--- src/rtl/rcu_pll_lock_ctrl.sv ---
// PLL enable/relock sequencer: drives PLL reset and config, synchronises the raw lock
// and qualifies it over STABLE_CNT cycles before raising pll_lock_o.
module rcu_pll_lock_ctrl #(
    parameter int CFG_WIDTH   = 3,
    parameter int SYNC_STAGES = 2,
    parameter int RST_CYC     = 8,
    parameter int STABLE_CNT  = 64,
    parameter int TIMEOUT_CNT = 4096
) (
    input  logic                 clk_i,
    input  logic                 rst_i,
    input  logic                 pll_en_i,
    input  logic [CFG_WIDTH-1:0] clk_cfg_i,
    input  logic                 clr_i,
    input  logic                 pll_lock_raw_i,
    output logic                 pll_rst_o,
    output logic [CFG_WIDTH-1:0] pll_cfg_o,
    output logic                 pll_lock_o,
    output logic                 lock_lost_o,
    output logic                 timeout_o,
    output logic [2:0]           state_o
);

    typedef enum logic [2:0] {
        ST_OFF    = 3'd0,
        ST_RESET  = 3'd1,
        ST_WAIT   = 3'd2,
        ST_SETTLE = 3'd3,
        ST_LOCKED = 3'd4,
        ST_ERR    = 3'd5
    } state_t;

    localparam int RST_W  = (RST_CYC > 1)     ? $clog2(RST_CYC)     : 1;
    localparam int STAB_W = (STABLE_CNT > 1)  ? $clog2(STABLE_CNT)  : 1;
    localparam int TO_W   = (TIMEOUT_CNT > 1) ? $clog2(TIMEOUT_CNT) : 1;

    localparam logic [RST_W-1:0]  RST_LAST  = RST_W'(RST_CYC - 1);
    localparam logic [STAB_W-1:0] STAB_LAST = STAB_W'(STABLE_CNT - 1);
    localparam logic [TO_W-1:0]   TO_LAST   = TO_W'(TIMEOUT_CNT - 1);

    state_t                 state;
    state_t                 state_nxt;
    logic [SYNC_STAGES-1:0] sync_q;
    logic                   lock_s;
    logic [CFG_WIDTH-1:0]   cfg_q;
    logic                   cfg_chg;
    logic [RST_W-1:0]       rst_cnt;
    logic [STAB_W-1:0]      stab_cnt;
    logic [TO_W-1:0]        to_cnt;
    logic                   rst_entry;
    logic                   set_lost;
    logic                   set_to;
    logic                   in_to_win;
    logic                   nxt_in_to_win;

    assign lock_s  = sync_q[SYNC_STAGES-1];
    assign cfg_chg = (clk_cfg_i != cfg_q);

    always_ff @(posedge clk_i) begin
        if (rst_i) begin
            state <= ST_OFF;
        end else begin
            state <= state_nxt;
        end
    end

    always_comb begin
        state_nxt = state;
        if (!pll_en_i) begin
            state_nxt = ST_OFF;
        end else if (cfg_chg && (state != ST_OFF)) begin
            state_nxt = ST_RESET;
        end else begin
            unique case (state)
                ST_OFF:    state_nxt = ST_RESET;
                ST_RESET:  if (rst_cnt == RST_LAST) state_nxt = ST_WAIT;
                ST_WAIT: begin
                    if (lock_s)                 state_nxt = ST_SETTLE;
                    else if (to_cnt == TO_LAST) state_nxt = ST_ERR;
                end
                ST_SETTLE: begin
                    if (!lock_s) state_nxt = (to_cnt == TO_LAST) ? ST_ERR : ST_WAIT;
                    else if (stab_cnt == STAB_LAST) state_nxt = ST_LOCKED;
                end
                ST_LOCKED: if (!lock_s) state_nxt = ST_RESET;
                ST_ERR:    if (clr_i) state_nxt = ST_RESET;
                default:   state_nxt = ST_OFF;
            endcase
        end
    end

    always_comb begin
        pll_rst_o  = 1'b1;
        pll_lock_o = 1'b0;
        unique case (state)
            ST_WAIT, ST_SETTLE: pll_rst_o = 1'b0;
            ST_LOCKED: begin
                pll_rst_o  = 1'b0;
                pll_lock_o = 1'b1;
            end
            default: pll_rst_o = 1'b1;
        endcase
    end

    assign state_o = state;

    // A cfg change while already in RESET counts as a fresh entry (reload cfg, restart count).
    assign rst_entry     = (state_nxt == ST_RESET) && ((state != ST_RESET) || cfg_chg);
    assign in_to_win     = (state == ST_WAIT) || (state == ST_SETTLE);
    assign nxt_in_to_win = (state_nxt == ST_WAIT) || (state_nxt == ST_SETTLE);
    assign set_lost      = (state == ST_LOCKED) && (state_nxt == ST_RESET) && !cfg_chg;
    assign set_to        = (state_nxt == ST_ERR) && (state != ST_ERR);

    always_ff @(posedge clk_i) begin
        if (rst_i) begin
            sync_q      <= '0;
            cfg_q       <= '0;
            pll_cfg_o   <= '0;
            rst_cnt     <= '0;
            stab_cnt    <= '0;
            to_cnt      <= '0;
            lock_lost_o <= 1'b0;
            timeout_o   <= 1'b0;
        end else begin
            sync_q <= {sync_q[SYNC_STAGES-2:0], pll_lock_raw_i};
            cfg_q  <= clk_cfg_i;
            if (rst_entry) pll_cfg_o <= clk_cfg_i;

            // Counters saturate rather than wrap and are zero outside their owning states.
            if ((state_nxt == ST_RESET) && !rst_entry)
                rst_cnt <= (rst_cnt == '1) ? rst_cnt : rst_cnt + RST_W'(1);
            else
                rst_cnt <= '0;

            if ((state == ST_SETTLE) && (state_nxt == ST_SETTLE))
                stab_cnt <= (stab_cnt == '1) ? stab_cnt : stab_cnt + STAB_W'(1);
            else
                stab_cnt <= '0;

            if (in_to_win && nxt_in_to_win)
                to_cnt <= (to_cnt == '1) ? to_cnt : to_cnt + TO_W'(1);
            else
                to_cnt <= '0;

            if (set_lost)   lock_lost_o <= 1'b1;
            else if (clr_i) lock_lost_o <= 1'b0;

            if (set_to)     timeout_o <= 1'b1;
            else if (clr_i) timeout_o <= 1'b0;
        end
    end

endmodule
--- config.mk ---
export PLATFORM = sky130hd
export DESIGN_NAME = rcu_pll_lock_ctrl
export DESIGN_NICKNAME = d
export VERILOG_FILES = /design/src/rtl/rcu_pll_lock_ctrl.sv
export SDC_FILE = /design/constraint.sdc
export NUM_CORES = 1
export LEC_CHECK = 0
export CORE_UTILIZATION = 46
export DETAILED_ROUTE_END_ITERATION = 8
export PLACE_DENSITY_LB_ADDON = 0.15
export SETUP_SLACK_MARGIN = 0.3
export SYNTH_ARGS = -nofsm -noshare
export SYNTH_HDL_FRONTEND = slang
export SYNTH_SLANG_ARGS = --single-unit
--- constraint.sdc ---
create_clock -name clk_i -period 6.3 [get_ports clk_i]
set_input_delay 1.575 -clock clk_i [delete_from_list [all_inputs] [get_ports clk_i]]
set_output_delay 1.575 -clock clk_i [all_outputs]
set_load 0.02 [all_outputs]
==> results of run 1 <==
==> where the power goes <==
group	internal, mW	switching (mW)	leakage [nW]	total [mW]
clock	0.0923	0.0661	0.0443	0.158
sequential	0.218	0.00339	0.276	0.222
combinational	0.0150	0.0134	0.342	0.0283
==> metrics by stage <==
stage	total power, mW	hold slack [ps]	utilization
floorplan	0.2425	413.8	-
global placement	0.2540	444.0	0.5467
detailed placement	0.2547	449.8	0.5467
CTS	0.4133	468.2	0.5707
global route	0.4254	487.1	0.5707
finish	0.4085	465.0	0.5707
==> layout by cell type (no fill, tap or decap), types with 2 or more instances in the layout <==
cell,n
sky130_fd_sc_hd__xor2_1,6
sky130_fd_sc_hd__a211oi_1,2
sky130_fd_sc_hd__mux2i_1,4
sky130_fd_sc_hd__o21ai_0,6
sky130_fd_sc_hd__nand4_1,4
sky130_fd_sc_hd__and3_1,2
sky130_fd_sc_hd__clkbuf_4,5
sky130_fd_sc_hd__nor3_1,9
sky130_fd_sc_hd__inv_1,4
sky130_fd_sc_hd__clkdlybuf4s50_1,17
sky130_fd_sc_hd__xnor2_1,6
sky130_fd_sc_hd__mux2_2,3
sky130_fd_sc_hd__ha_1,4
sky130_fd_sc_hd__a31oi_1,4
sky130_fd_sc_hd__nand3_1,9
sky130_fd_sc_hd__nand2_1,13
sky130_fd_sc_hd__or2_2,2
sky130_fd_sc_hd__dfxtp_1,34
sky130_fd_sc_hd__nor2_1,24
sky130_fd_sc_hd__a32o_1,2
sky130_fd_sc_hd__a21oi_1,7
sky130_fd_sc_hd__nor2b_1,9
==> cell usage after synthesis, drive strengths merged (4+ instances only) <==
| cell type | count |
|---|---|
| nand4 | 5 |
| a21oi | 7 |
| o21ai | 6 |
| xnor2 | 6 |
| ha | 4 |
| nand2 | 13 |
| dfxtp | 34 |
| nor2 | 24 |
| mux2i | 4 |
| a31oi | 4 |
| xor2 | 6 |
| inv | 4 |
| nand3 | 10 |
| nor2b | 9 |
| nor3 | 9 |
==> flip-flops by register name, indices dropped and copies added, names as in the netlist <==
| register | count |
|---|---|
| timeout_o | 1 |
| cfg_q | 3 |
| stab_cnt | 6 |
| state_o | 3 |
| lock_lost_o | 1 |
| to_cnt | 12 |
| pll_cfg_o | 3 |
| sync_q | 2 |
| rst_cnt | 3 |
==> cell type report <==
type | count | area (um2)
Clock inverter | 1 | 30.03
Timing Repair Buffer | 17 | 170.2
Tap cell | 46 | 57.56
Multi-Input combinational cell | 140 | 929.6
Clock buffer | 6 | 51.30
Sequential cell | 34 | 680.7
Fill cell | 299 | 1455
Inverter | 4 | 15.01
==> cell families after synthesis <==
family,Yosys count,share of synthesized area
compound gates,32,0.1405
simple gates,85,0.2825
mux,7,0.04456
fa+ha+maj,4,0.03021
xor+xnor,12,0.06344
buf+inv,10,0.02794
flops,34,0.4109
==> per-layer routing <==
| metal | share of wire | up-vias | global-route usage |
|---|---|---|---|
| met2 | 0.46 | 30 | 0.3040 |
| met3 | 0.054 | 7 | 0.06832 |
| li1 | - | 698 | - |
| met5 | 0 | - | 0 |
| met4 | 0.018 | 0 | 0.07937 |
| met1 | 0.47 | 652 | 0.2333 |
==> how the worst max path moves through the flow <==
stage                             from  depth (start not counted)  slack, ps           end
final                       state_o[2]                          3       2710    pll_lock_o
after global routing        state_o[2]                          3       2620    pll_lock_o
after CTS                   state_o[2]                          3       2710    pll_lock_o
after detailed placement  clk_cfg_i[2]                          7       2430  pll_cfg_o[1]
after global placement    clk_cfg_i[2]                          7       2560  pll_cfg_o[0]
after floorplan           clk_cfg_i[2]                          6       3180  pll_cfg_o[0]
==> critical path, stage by stage, from the launching register on <==
cell,delay [ps]
sky130_fd_sc_hd__dfxtp_1,520
sky130_fd_sc_hd__inv_1,190
sky130_fd_sc_hd__nor3_1,300
sky130_fd_sc_hd__clkdlybuf4s50_1,670
==> impl_metrics.ini, run 1 <==
[sta]
final.setup.worst_slack_ps = 2713
setup-tns-final_ps = 0
max_slew.worst_pin.slew_ps = 869.6
timing.fmax_ghz = 0.2788
hold_violations = 0
slew_violations = 0
rsz0062_at_grt = false
finalSetupViolCount = 0
min_period_over_period = 0.5694
clock-skew-final_ps = 5.292
finalCriticalPeriod_ps = 3587
timing.max_slew.rel_slack = 0.4177

[synth]
yosysWarnings = 0
synth_enable_flop_cells = 0
synthDominantCellAreaShare = 0.4109
synth.distinct_cells = 48
synth_fp_nets = 196
synthArstFlopShare = 0
synth.ff_latch_count = 34
synth.avg_cell_area_um2 = 9.003
syn-cell-area_mm2 = 0.001657
synth_flop_cell = sky130_fd_sc_hd__dfxtp_1
synth_area_leaders = sky130_fd_sc_hd__dfxtp_1 (41%), sky130_fd_sc_hd__nor2_1 (5.4%), sky130_fd_sc_hd__nor2b_1 (3.4%)
synthesis.instances = 184
synth_seq_area_share = 0.4109
synthDominantAreaCellType = sky130_fd_sc_hd__dfxtp_1

[layout]
layout-area-overhead-vs-synth_pct = 16.77
final_nets = 214
layout-drive-gt1-share = 0.1089
final_cell_count_no_fill = 248
antenna_cells_inserted = 0
fin_area_mm2 = 0.001934

[clock_network]
numCtsBuffers = 5
post-cts-setup-buffers = 0
clock_tree.buffer_depth = 2
clockRootBuffer = sky130_fd_sc_hd__clkbuf_4
cts_tree = built
cts_hold_buffers = 0
cts.repair.resized = 0
cts.reportedPaths.clkPinSlew_ps = 90
cts_num_sinks = 34
worst_skew_pair.late_latency_ps = 330
htree_num_levels = 2

[setup_path]
rr_startpoint = to_cnt[0]
critical_path_peak_fanout = 9
cp.arrival_ps = 2010
regToRegSetupSlack_ps = 3900
worst_setup_path_start_kind = flop
cp_data_required_time_ps = 4720
cp_capture_type = output pin
crit-reg2reg-capture = rst_cnt[2]
crit_type = reg2out
worst_r2r_path_depth = 7

[placed_design]
post-dp-hpwl_mm = 2.377
portBuffers = 17
post-place-ws_ps = 2427
placed_cells = 241
place_congestion = 0.8230
place_area_mm2 = 0.001853

[floorplan]
starting_utilization_of_the_core_area = 0.4887
std_cell_rows = 21
floorplan.die_area_mm2 = 0.003845
core_mm2 = 0.003390
ioPinCount = 18
dieHeight_um = 62.01
die_w_um = 62.01

[route]
detailroute.via_count = 1387
firstDrtPassIters = 6
remaining_drc_errors = 0
ant_nets = 0
initial_drt_markers = 50
routed_via_count_divided_by_cell_count = 5.593
routed_wl_mm = 3.235
wl_per_cell_um = 13.04

[pwr]
worst_ir_drop_vdd_v = 0.0001634
power_per_cell_area_mw_per_mm2 = 211.2
cellLeakagePower_nw = 0.6621

[global_route]
grt_start_max_net_pins = 18
grtUsageTotal = 0.1908
wire_length_of_the_first_global_routing_pass_mm = 5.326
grt_pass1_vias = 1280
globalRouteOverflowTotal = 0
antenna_found_initial = 0

[hold_path]
worst_hold_class = reg2reg
holdPathStages = 1
min-delay-start = sync_q[0]
timing.hold.worst_endpoint = sync_q[1]

[status]
run_status = complete, no violations

[run]
cap_violations = 0
(Power assumes the default switching activity.)
==> run 2: changes to the inputs <==
Clock period 6.3 ns to 3.7 ns, I/O delays scaled along.
==> run 2 against run 1 <==
Flip-flop and latch count is the same. Core utilization is 0.52 points lower. Design area fell by 0.91%. Setup slack worse by 1900 ps. Largest cell class unchanged. Sequential power grew 70%. Clock-buffer cell count did not move. Total power up 56%. Non-clock buffer count unchanged.
==> impl_metrics.ini, run 2 (synthesized netlist as in run 1, its figures left out) <==
[setup_path]
crit_type = reg2out
cp_data_required_time_ps = 2770
cp_capture_type = output pin
crit-reg2reg-capture = rst_cnt[2]
worst_setup_path_start_kind = flop
endpoint = pll_lock_o
cp_cell_sequence = inv_1 -> nor3_1 -> clkdlybuf4s50_1
critical_path_peak_fanout = 9
cp.arrival_ps = 1990
worst_r2r_path_depth = 7
timing.critical_path.slowest_cell_delay_ps = 670
rr_startpoint = to_cnt[0]
regToRegSetupSlack_ps = 1310
timing.critical_path.from = state_o[2]
timing.critical_path.slowest_stage_cell = sky130_fd_sc_hd__clkdlybuf4s50_1

[layout]
final_nets = 214
top_library_cells_by_usage_in_the_layout_fill_and_taps_aside = sky130_fd_sc_hd__dfxtp_1 (34), sky130_fd_sc_hd__nor2_1 (24), sky130_fd_sc_hd__clkdlybuf4s50_1 (17), sky130_fd_sc_hd__nand2_1 (13)
layout.core_utilization = 0.5655
layout-area-overhead-vs-synth_pct = 15.71
regMostFlops = to_cnt
fin_area_mm2 = 0.001917
antenna_cells_inserted = 0
final_common_cell = sky130_fd_sc_hd__dfxtp_1
largest_register_ff_count = 12
biggestRegsByFlops = to_cnt x12, stab_cnt x6
layout-drive-gt1-share = 0.1133

[route]
remaining_drc_errors = 0
wl_per_cell_um = 12.47
initial_drt_markers = 62
routed_wl_mm = 3.106
routed_via_count_divided_by_cell_count = 5.667
ant_nets = 0
detailroute.via_count = 1411
firstDrtPassIters = 4

[sta]
timing.max_slew.rel_slack = 0.4264
min_period_over_period = 0.7880
rsz0062_at_grt = false
timing.fmax_ghz = 0.3430
setup-tns-final_ps = 0
finalCriticalPeriod_ps = 2916
max_slew.worst_pin.slew_ps = 856.6
clock-skew-final_ps = 7.227
hold_violations = 0
finalSetupViolCount = 0
final.setup.worst_slack_ps = 784.3
slew_violations = 0

[floorplan]
dieHeight_um = 62.01
die_w_um = 62.01
ioPinCount = 18
starting_utilization_of_the_core_area = 0.4887
core_mm2 = 0.003390
std_cell_rows = 21
floorplan.die_area_mm2 = 0.003845

[global_route]
wire_length_of_the_first_global_routing_pass_mm = 5.112
grt_start_max_net_pins = 18
antenna_found_initial = 0
grtUsageTotal = 0.1826
globalRouteOverflowTotal = 0
grt_pass1_vias = 1206

[pwr]
p_switching_uw = 149.2
cellLeakagePower_nw = 0.6521
p_total_uw = 637.8
power_per_cell_area_mw_per_mm2 = 332.7
worst_ir_drop_vdd_v = 0.0002170
pwr-share-seq = 0.592
share_comb_of_total_power = 0.075
p_int_uw = 488.5
swShare = 0.2340
pwr-share-clk = 0.333

[status]
run_status = complete, no violations

[hold_path]
worst_hold_class = reg2reg

[placed_design]
place_area_mm2 = 0.001853
post-place-ws_ps = 471.6
post-dp-hpwl_mm = 2.338
place_congestion = 0.8230
portBuffers = 17

[clock_network]
cts.reportedPaths.clkPinSlew_ps = 100
numCtsBuffers = 5
cts_hold_buffers = 0
cts_num_sinks = 34
cts_tree = built
clock_tree.buffer_depth = 2
clockRootBuffer = sky130_fd_sc_hd__clkbuf_4
htree_num_levels = 2
cts.repair.resized = 0
post-cts-setup-buffers = 0
worst_skew_pair.late_latency_ps = 330

[run]
cap_violations = 0
-- run 2: changes by cell type in the layout (fill, tap and decap cells not counted) --
cell and delta:
sky130_fd_sc_hd__clkinvlp_4 +1, sky130_fd_sc_hd__clkinv_2 +1, sky130_fd_sc_hd__bufinv_16 -1
-- run 2: layout make-up --
cell class              count  area, um2
inverters                   4      15.01
flip-flops and latches     34      680.7
well taps                  46      57.56
clock buffers               6      51.30
fillers                   288       1473
clock inverters             2      12.51
repair buffers             17      170.2
multi-input cells         140      929.6
-- run 2: worst min-delay path by stage --
stage | endpoint | startpoint | cells past startpoint | slack (ps)
2_1_floorplan | sync_q[1] | sync_q[0] | 1 | 410
3_3_place_gp | sync_q[1] | sync_q[0] | 1 | 440
3_5_place_dp | sync_q[1] | sync_q[0] | 1 | 450
4_1_cts | timeout_o | timeout_o | 2 | 470
5_1_grt | sync_q[1] | sync_q[0] | 1 | 480
6_report | sync_q[1] | sync_q[0] | 1 | 460
-- run 2: power by group through the flow --
| stage | registers [mW] | logic, mW | clock network (mW) |
|---|---|---|---|
| floorplan | 0.387 | 0.0256 | 0 |
| global placement | 0.386 | 0.0466 | 0 |
| detailed placement | 0.386 | 0.0478 | 0 |
| CTS | 0.377 | 0.0481 | 0.221 |
| global route | 0.378 | 0.0519 | 0.236 |
| finish | 0.377 | 0.0481 | 0.212 |
-- run 2: layer usage --
| metal | wire length, um | up-vias | GRT usage |
|---|---|---|---|
| li1 | - | 699 | - |
| met1 | 1490 | 669 | 0.2359 |
| met2 | 1443 | 39 | 0.2812 |
| met3 | 136 | 4 | 0.06418 |
| met4 | 36 | 0 | 0.06667 |
| met5 | 0 | - | 0 |
-- run 2: worst max-delay path: cells and delay by family, from the launching register on --
family	cells	cell delay, ps
flops	1	510
buf+inv	2	850
simple gates	1	290
-- run 2: metrics by stage --
| stage | hold slack [ps] | instances |
|---|---|---|
| floorplan | 413.8 | 184 |
| global placement | 444.0 | 241 |
| detailed placement | 450.9 | 241 |
| CTS | 468.8 | 249 |
| global route | 482.5 | 249 |
| finish | 464.9 | 249 |
